### src/rtl/time_field_editor.sv
// time_field_editor: edits a BCD hh:mm:ss value one field at a time.
// Captures hh_in/mm_in/ss_in when edit mode starts, applies single-step BCD
// increments/decrements to the field chosen by dir, and pulses commit when
// edit mode ends. Fields wrap individually; nothing carries between fields.
module time_field_editor #(
  parameter logic [7:0] HOUR_MAX = 8'h23,
  parameter logic [7:0] MS_MAX   = 8'h59
) (
  input  logic       clk,
  input  logic       reset,
  input  logic       en,
  input  logic [1:0] dir,
  input  logic       up,
  input  logic       down,
  input  logic [7:0] hh_in,
  input  logic [7:0] mm_in,
  input  logic [7:0] ss_in,
  output logic [7:0] hh,
  output logic [7:0] mm,
  output logic [7:0] ss,
  output logic       changed,
  output logic       commit
);

  typedef enum logic {
    IDLE = 1'b0,
    EDIT = 1'b1
  } state_t;

  state_t     state_r;
  state_t     state_next_s;
  logic [7:0] hh_r;
  logic [7:0] mm_r;
  logic [7:0] ss_r;
  logic       changed_r;
  logic       commit_r;
  logic [7:0] hh_next_s;
  logic [7:0] mm_next_s;
  logic [7:0] ss_next_s;
  logic       changed_next_s;
  logic       commit_next_s;
  logic       single_op_s;

  // A value is only worth stepping if both nibbles are decimal and it lies
  // within the field's range; anything else snaps to a boundary on first edit.
  function automatic logic bcd_legal(input logic [7:0] v, input logic [7:0] max);
    return (v[7:4] <= 4'd9) && (v[3:0] <= 4'd9) && (v <= max);
  endfunction

  // BCD +1 with wrap from max to zero; illegal input snaps to zero.
  function automatic logic [7:0] bcd_inc(input logic [7:0] v, input logic [7:0] max);
    logic [7:0] r;
    if (!bcd_legal(v, max) || (v == max)) begin
      r = 8'h00;
    end else if (v[3:0] == 4'd9) begin
      r = {v[7:4] + 4'd1, 4'd0};
    end else begin
      r = {v[7:4], v[3:0] + 4'd1};
    end
    return r;
  endfunction

  // BCD -1 with wrap from zero to max; illegal input snaps to max.
  function automatic logic [7:0] bcd_dec(input logic [7:0] v, input logic [7:0] max);
    logic [7:0] r;
    if (!bcd_legal(v, max) || (v == 8'h00)) begin
      r = max;
    end else if (v[3:0] == 4'd0) begin
      r = {v[7:4] - 4'd1, 4'd9};
    end else begin
      r = {v[7:4], v[3:0] - 4'd1};
    end
    return r;
  endfunction

  // One step in the direction of the pressed button.
  function automatic logic [7:0] bcd_step(input logic [7:0] v, input logic [7:0] max,
                                          input logic inc);
    logic [7:0] r;
    if (inc) begin
      r = bcd_inc(v, max);
    end else begin
      r = bcd_dec(v, max);
    end
    return r;
  endfunction

  // Exactly one button pressed; both together cancel out.
  assign single_op_s = up ^ down;

  // Next-state, next-field and pulse decode for the IDLE/EDIT machine.
  always_comb begin
    state_next_s   = state_r;
    hh_next_s      = hh_r;
    mm_next_s      = mm_r;
    ss_next_s      = ss_r;
    changed_next_s = 1'b0;
    commit_next_s  = 1'b0;
    case (state_r)
      IDLE: begin
        if (en) begin
          // Entry edge: capture the live time, ignore any button on this edge.
          state_next_s = EDIT;
          hh_next_s    = hh_in;
          mm_next_s    = mm_in;
          ss_next_s    = ss_in;
        end else begin
          state_next_s = IDLE;
        end
      end
      EDIT: begin
        if (!en) begin
          state_next_s  = IDLE;
          commit_next_s = 1'b1;
        end else if (single_op_s) begin
          case (dir)
            2'b00: begin
              hh_next_s      = bcd_step(hh_r, HOUR_MAX, up);
              changed_next_s = 1'b1;
            end
            2'b01: begin
              mm_next_s      = bcd_step(mm_r, MS_MAX, up);
              changed_next_s = 1'b1;
            end
            2'b10: begin
              ss_next_s      = bcd_step(ss_r, MS_MAX, up);
              changed_next_s = 1'b1;
            end
            default: begin
              changed_next_s = 1'b0;
            end
          endcase
        end else begin
          changed_next_s = 1'b0;
        end
      end
      default: begin
        state_next_s = IDLE;
      end
    endcase
  end

  // State, field and pulse registers; reset clears everything, so a reset
  // mid-edit never produces a commit.
  always_ff @(posedge clk or negedge reset) begin
    if (!reset) begin
      state_r   <= IDLE;
      hh_r      <= 8'h00;
      mm_r      <= 8'h00;
      ss_r      <= 8'h00;
      changed_r <= 1'b0;
      commit_r  <= 1'b0;
    end else begin
      state_r   <= state_next_s;
      hh_r      <= hh_next_s;
      mm_r      <= mm_next_s;
      ss_r      <= ss_next_s;
      changed_r <= changed_next_s;
      commit_r  <= commit_next_s;
    end
  end

  assign hh      = hh_r;
  assign mm      = mm_r;
  assign ss      = ss_r;
  assign changed = changed_r;
  assign commit  = commit_r;

endmodule

### config.mk
export PLATFORM = sky130hd
export DESIGN_NAME = time_field_editor
export DESIGN_NICKNAME = d
export VERILOG_FILES = /design/src/rtl/time_field_editor.sv
export SDC_FILE = /design/constraint.sdc
export NUM_CORES = 1
export LEC_CHECK = 0
export BUFFER_PORTS_ARGS = -buffer_cell sky130_fd_sc_hd__buf_4
export CAP_MARGIN = 25
export CORE_ASPECT_RATIO = 0.7
export CORE_MARGIN = 8
export CORE_UTILIZATION = 48
export CTS_BUF_LIST = sky130_fd_sc_hd__clkbuf_4 sky130_fd_sc_hd__clkbuf_8 sky130_fd_sc_hd__clkbuf_16
export DETAILED_ROUTE_END_ITERATION = 8
export GPL_TIMING_DRIVEN = 0
export PLACE_DENSITY = 0.8
export REMOVE_ABC_BUFFERS = 1
export SLEW_MARGIN = 25
export SYNTH_ARGS = -nofsm -noshare
export SYNTH_HDL_FRONTEND = slang
export SYNTH_SLANG_ARGS = --single-unit
### constraint.sdc
create_clock -name clk -period 3.2 [get_ports clk]
set_clock_uncertainty 0.2 [all_clocks]
set_input_delay 0.32 -clock clk [delete_from_list [all_inputs] [get_ports clk]]
set_output_delay 0.32 -clock clk [all_outputs]
set_load 0.01 [all_outputs]
==> results.sh <==
export IMPL_core_area_mm2=0.00512
export IMPL_ios=57
export IMPL_cts_made_buffers=3
export IMPL_syn_area_mm2=0.00249
export IMPL_maxSlewViolCount=0
export IMPL_antenna_found_initial=0
export IMPL_startpoint_type="flip-flop"
export IMPL_min_period_ns=2.59
export IMPL_syn2layout_area_growth_pct=18.7
export IMPL_p_per_area_mw_per_mm2=609
export IMPL_cts_max_level=1
export IMPL_antenna_cells=0
export IMPL_tightest_slew_ns=0.728
export IMPL_dieArea_mm2=0.00779
export IMPL_drive_gt1_share_pct=21.2
export IMPL_nFillCells=478
export IMPL_finalHoldViolCount=0
export IMPL_slew_headroom_pct=51.4
export IMPL_async_flop_share_pct=100
export IMPL_syn_area_per_cell_um2=7.83
export IMPL_cp_required_ns=3.19
export IMPL_final_cell_mix="buf_4 (56), nand2_1 (33), a21oi_1 (33)"
export IMPL_grtUsageTotal_pct=17.4
export IMPL_fp_dieH_um=76.3
export IMPL_cts_root_buffer="clkbuf_8"
export IMPL_fin_area_mm2=0.00296
export IMPL_holdCritStartpoint="en"
export IMPL_max_freq_ghz=0.386
export IMPL_rsz0062_at_grt="false"
export IMPL_clockBufferDepth=2
export IMPL_layout_commonest_cell="buf_4"
export IMPL_status="finished clean"
export IMPL_cp_end_kind="flip-flop"
export IMPL_critPathSlowestCell="dfrtp_1"
export IMPL_die_width_um=102
export IMPL_hpwl_mm=5.03
export IMPL_ys_warn_count=0
export IMPL_drt_iter0_markers=173
export IMPL_place_area_mm2=0.00290
export IMPL_synthCells=318
export IMPL_multiInputGateArea_mm2=0.00166
export IMPL_nets=402
export IMPL_p_leak_nw=1.23
export IMPL_place_congestion=0.857
export IMPL_clkSinkCount=27
export IMPL_wl_mm=6.80
export IMPL_grt_max_degree=28
export IMPL_drtAntennaViolNets=0
export IMPL_hp_class="input port to flip-flop"
export IMPL_regArea_um2=676
export IMPL_pre_cts_ws_ns=0.655
export IMPL_cts_clk_slew_worst_paths_ns=0.10
export IMPL_ys_ff_latch=27
export IMPL_via_per_inst=5.95
export IMPL_dr_pass1_iters=4
export IMPL_rows=22
export IMPL_cp_top_family="simple AND/OR/NAND/NOR gates"
export IMPL_grt_pass1_vias=2404
export IMPL_critPathBufInv=1
export IMPL_setup_viol=0
export IMPL_peakVddDrop_mv=0.245
export IMPL_fin_ws_ns=0.608
export IMPL_ys_seq_area_share_pct=27.1
export IMPL_cp_cell_sequence="inv_1, ha_1, or3_4, a221oi_4, nand3_1, nor3b_1, a21oi_1, o21ai_0"
export IMPL_grt_pass1_wl_mm=11.5
export IMPL_port_buffers=56
export IMPL_tritoncts="built"
export IMPL_cp_arrival_ns=2.58
export IMPL_fin_cells=430
export IMPL_final_setup_tns_ns=0
export IMPL_start_util_pct=48.6
export IMPL_routedWlPerCell_um=15.8
export IMPL_grt_overflow_total=0
export IMPL_drc=0
export IMPL_worst_setup_path_type="flip-flop to flip-flop"
export IMPL_insertion_delay_ns=0.27
export IMPL_rr_startpoint="hh[4]"
export IMPL_ys_types=63
export IMPL_placedCellCount=425
export IMPL_postCtsSetupBuffers=0
export IMPL_max_stage_delay_ns=0.43
export IMPL_ys_flop_type="dfrtp_1"
export IMPL_finalCritPeriodShare_pct=81.0
export IMPL_crit_path_max_fanout=6
export IMPL_drv_cap=0
export IMPL_num_vias=2557
export IMPL_synth_edf_count=0
export IMPL_startpoint="hh[4]"
[worst register-to-register path: stages, from the launching register on]
cell      delay [ns]
dfrtp_1         0.43
inv_1           0.11
ha_1            0.27
or3_4           0.36
a221oi_4        0.38
nand3_1         0.24
nor3b_1         0.26
a21oi_1         0.05
o21ai_0         0.20
[stage by stage]
step	utilization (%)	hold WS (ns)	total power [mW]
after floorplan	-	-0.176	1.25
after global placement	56.6	0.0545	1.57
after detailed placement	56.6	0.0552	1.60
after CTS	57.7	0.0147	1.80
after global routing	57.7	0.0164	1.95
final	57.7	0.0225	1.80
[where the power goes]
group	switching (mW)	internal [mW]	total, mW
sequential	0.234	0.425	0.660
clock	0.109	0.0872	0.196
combinational	0.498	0.447	0.945
[metal layers]
layer	up-vias	global-route usage, %	wire length (um)
li1	1259	-	-
met1	1218	24.6	3250
met2	76	26.4	3040
met3	4	3.38	458
met4	0	3.65	57
met5	-	0	0
[registers in the layout (all words and copies together) (netlist names)]
name,flops
hh,8
mm,8
state_r,1
ss,8
changed,1
commit,1
[final cells by class]
type	instances	share of cell area, %
flip-flops and latches	27	22.9
repair buffers	57	14.6
well taps	72	3.05
clock inverters	1	0.169
multi-input cells	255	56.1
clock buffers	3	1.40
inverters	15	1.91
[logic make-up after synthesis]
group / count (synthesis) / share of synthesized area, %
XOR/XNOR: 6 / 2.11
adder cells (fa/ha/maj): 12 / 6.03
AO/OA/AOI/OAI: 120 / 33.9
flip-flops: 27 / 27.1
buffers and inverters: 36 / 6.33
multiplexers: 1 / 0.402
AND/OR/NAND/NOR: 116 / 24.1
[final timing paths]
| path | endpoint | slack, ns | cells past startpoint |
|---|---|---|---|
| max | hh[6] | 0.61 | 8 |
| max reg2reg | hh[6] | 0.61 | 8 |
| max in group asynchronous | ss[1] | 2.24 | 2 |
| min in group asynchronous | hh[6] | 0.30 | 2 |
| min reg2reg | hh[7] | 0.38 | 1 |
| min | state_r | 0.02 | 1 |
[repair_timing]
item	in CTS	in global routing
endpoints found under the hold margin	27	0
hold buffers	1	0
resized for setup	0	0
[synth_stat cells (2+ instances only)]
master,instances,area share (%)
nor2b_1,4,1.0
nand3b_1,3,0.90
o221a_2,2,0.90
a22o_1,4,1.4
a221oi_4,2,2.1
o22ai_1,2,0.50
nor3b_1,4,1.2
a21o_1,2,0.60
nand3_1,9,1.8
o21ai_0,27,5.4
a221oi_1,3,1.1
nand2_1,33,5.0
clkbuf_1,8,1.2
o21ai_1,5,1.0
a22oi_1,3,0.90
a21oi_1,33,6.6
nor3_1,9,1.8
xnor2_1,5,1.8
or3_4,2,0.90
or3_1,2,0.50
o2111ai_1,3,1.1
and2_1,2,0.50
nor4_1,5,1.3
ha_1,12,6.0
inv_1,15,2.3
a2111oi_0,2,0.70
dfrtp_1,27,27
a2111oi_2,2,1.2
o211ai_1,2,0.60
o31ai_1,3,0.90
nand2b_1,5,1.3
o2bb2ai_1,3,1.1
a211oi_1,5,1.5
nor2_1,27,4.1
clkbuf_2,2,0.40
a31oi_1,5,1.3
buf_2,10,2.0
No activity file was read; power rests on OpenSTA's default activity.
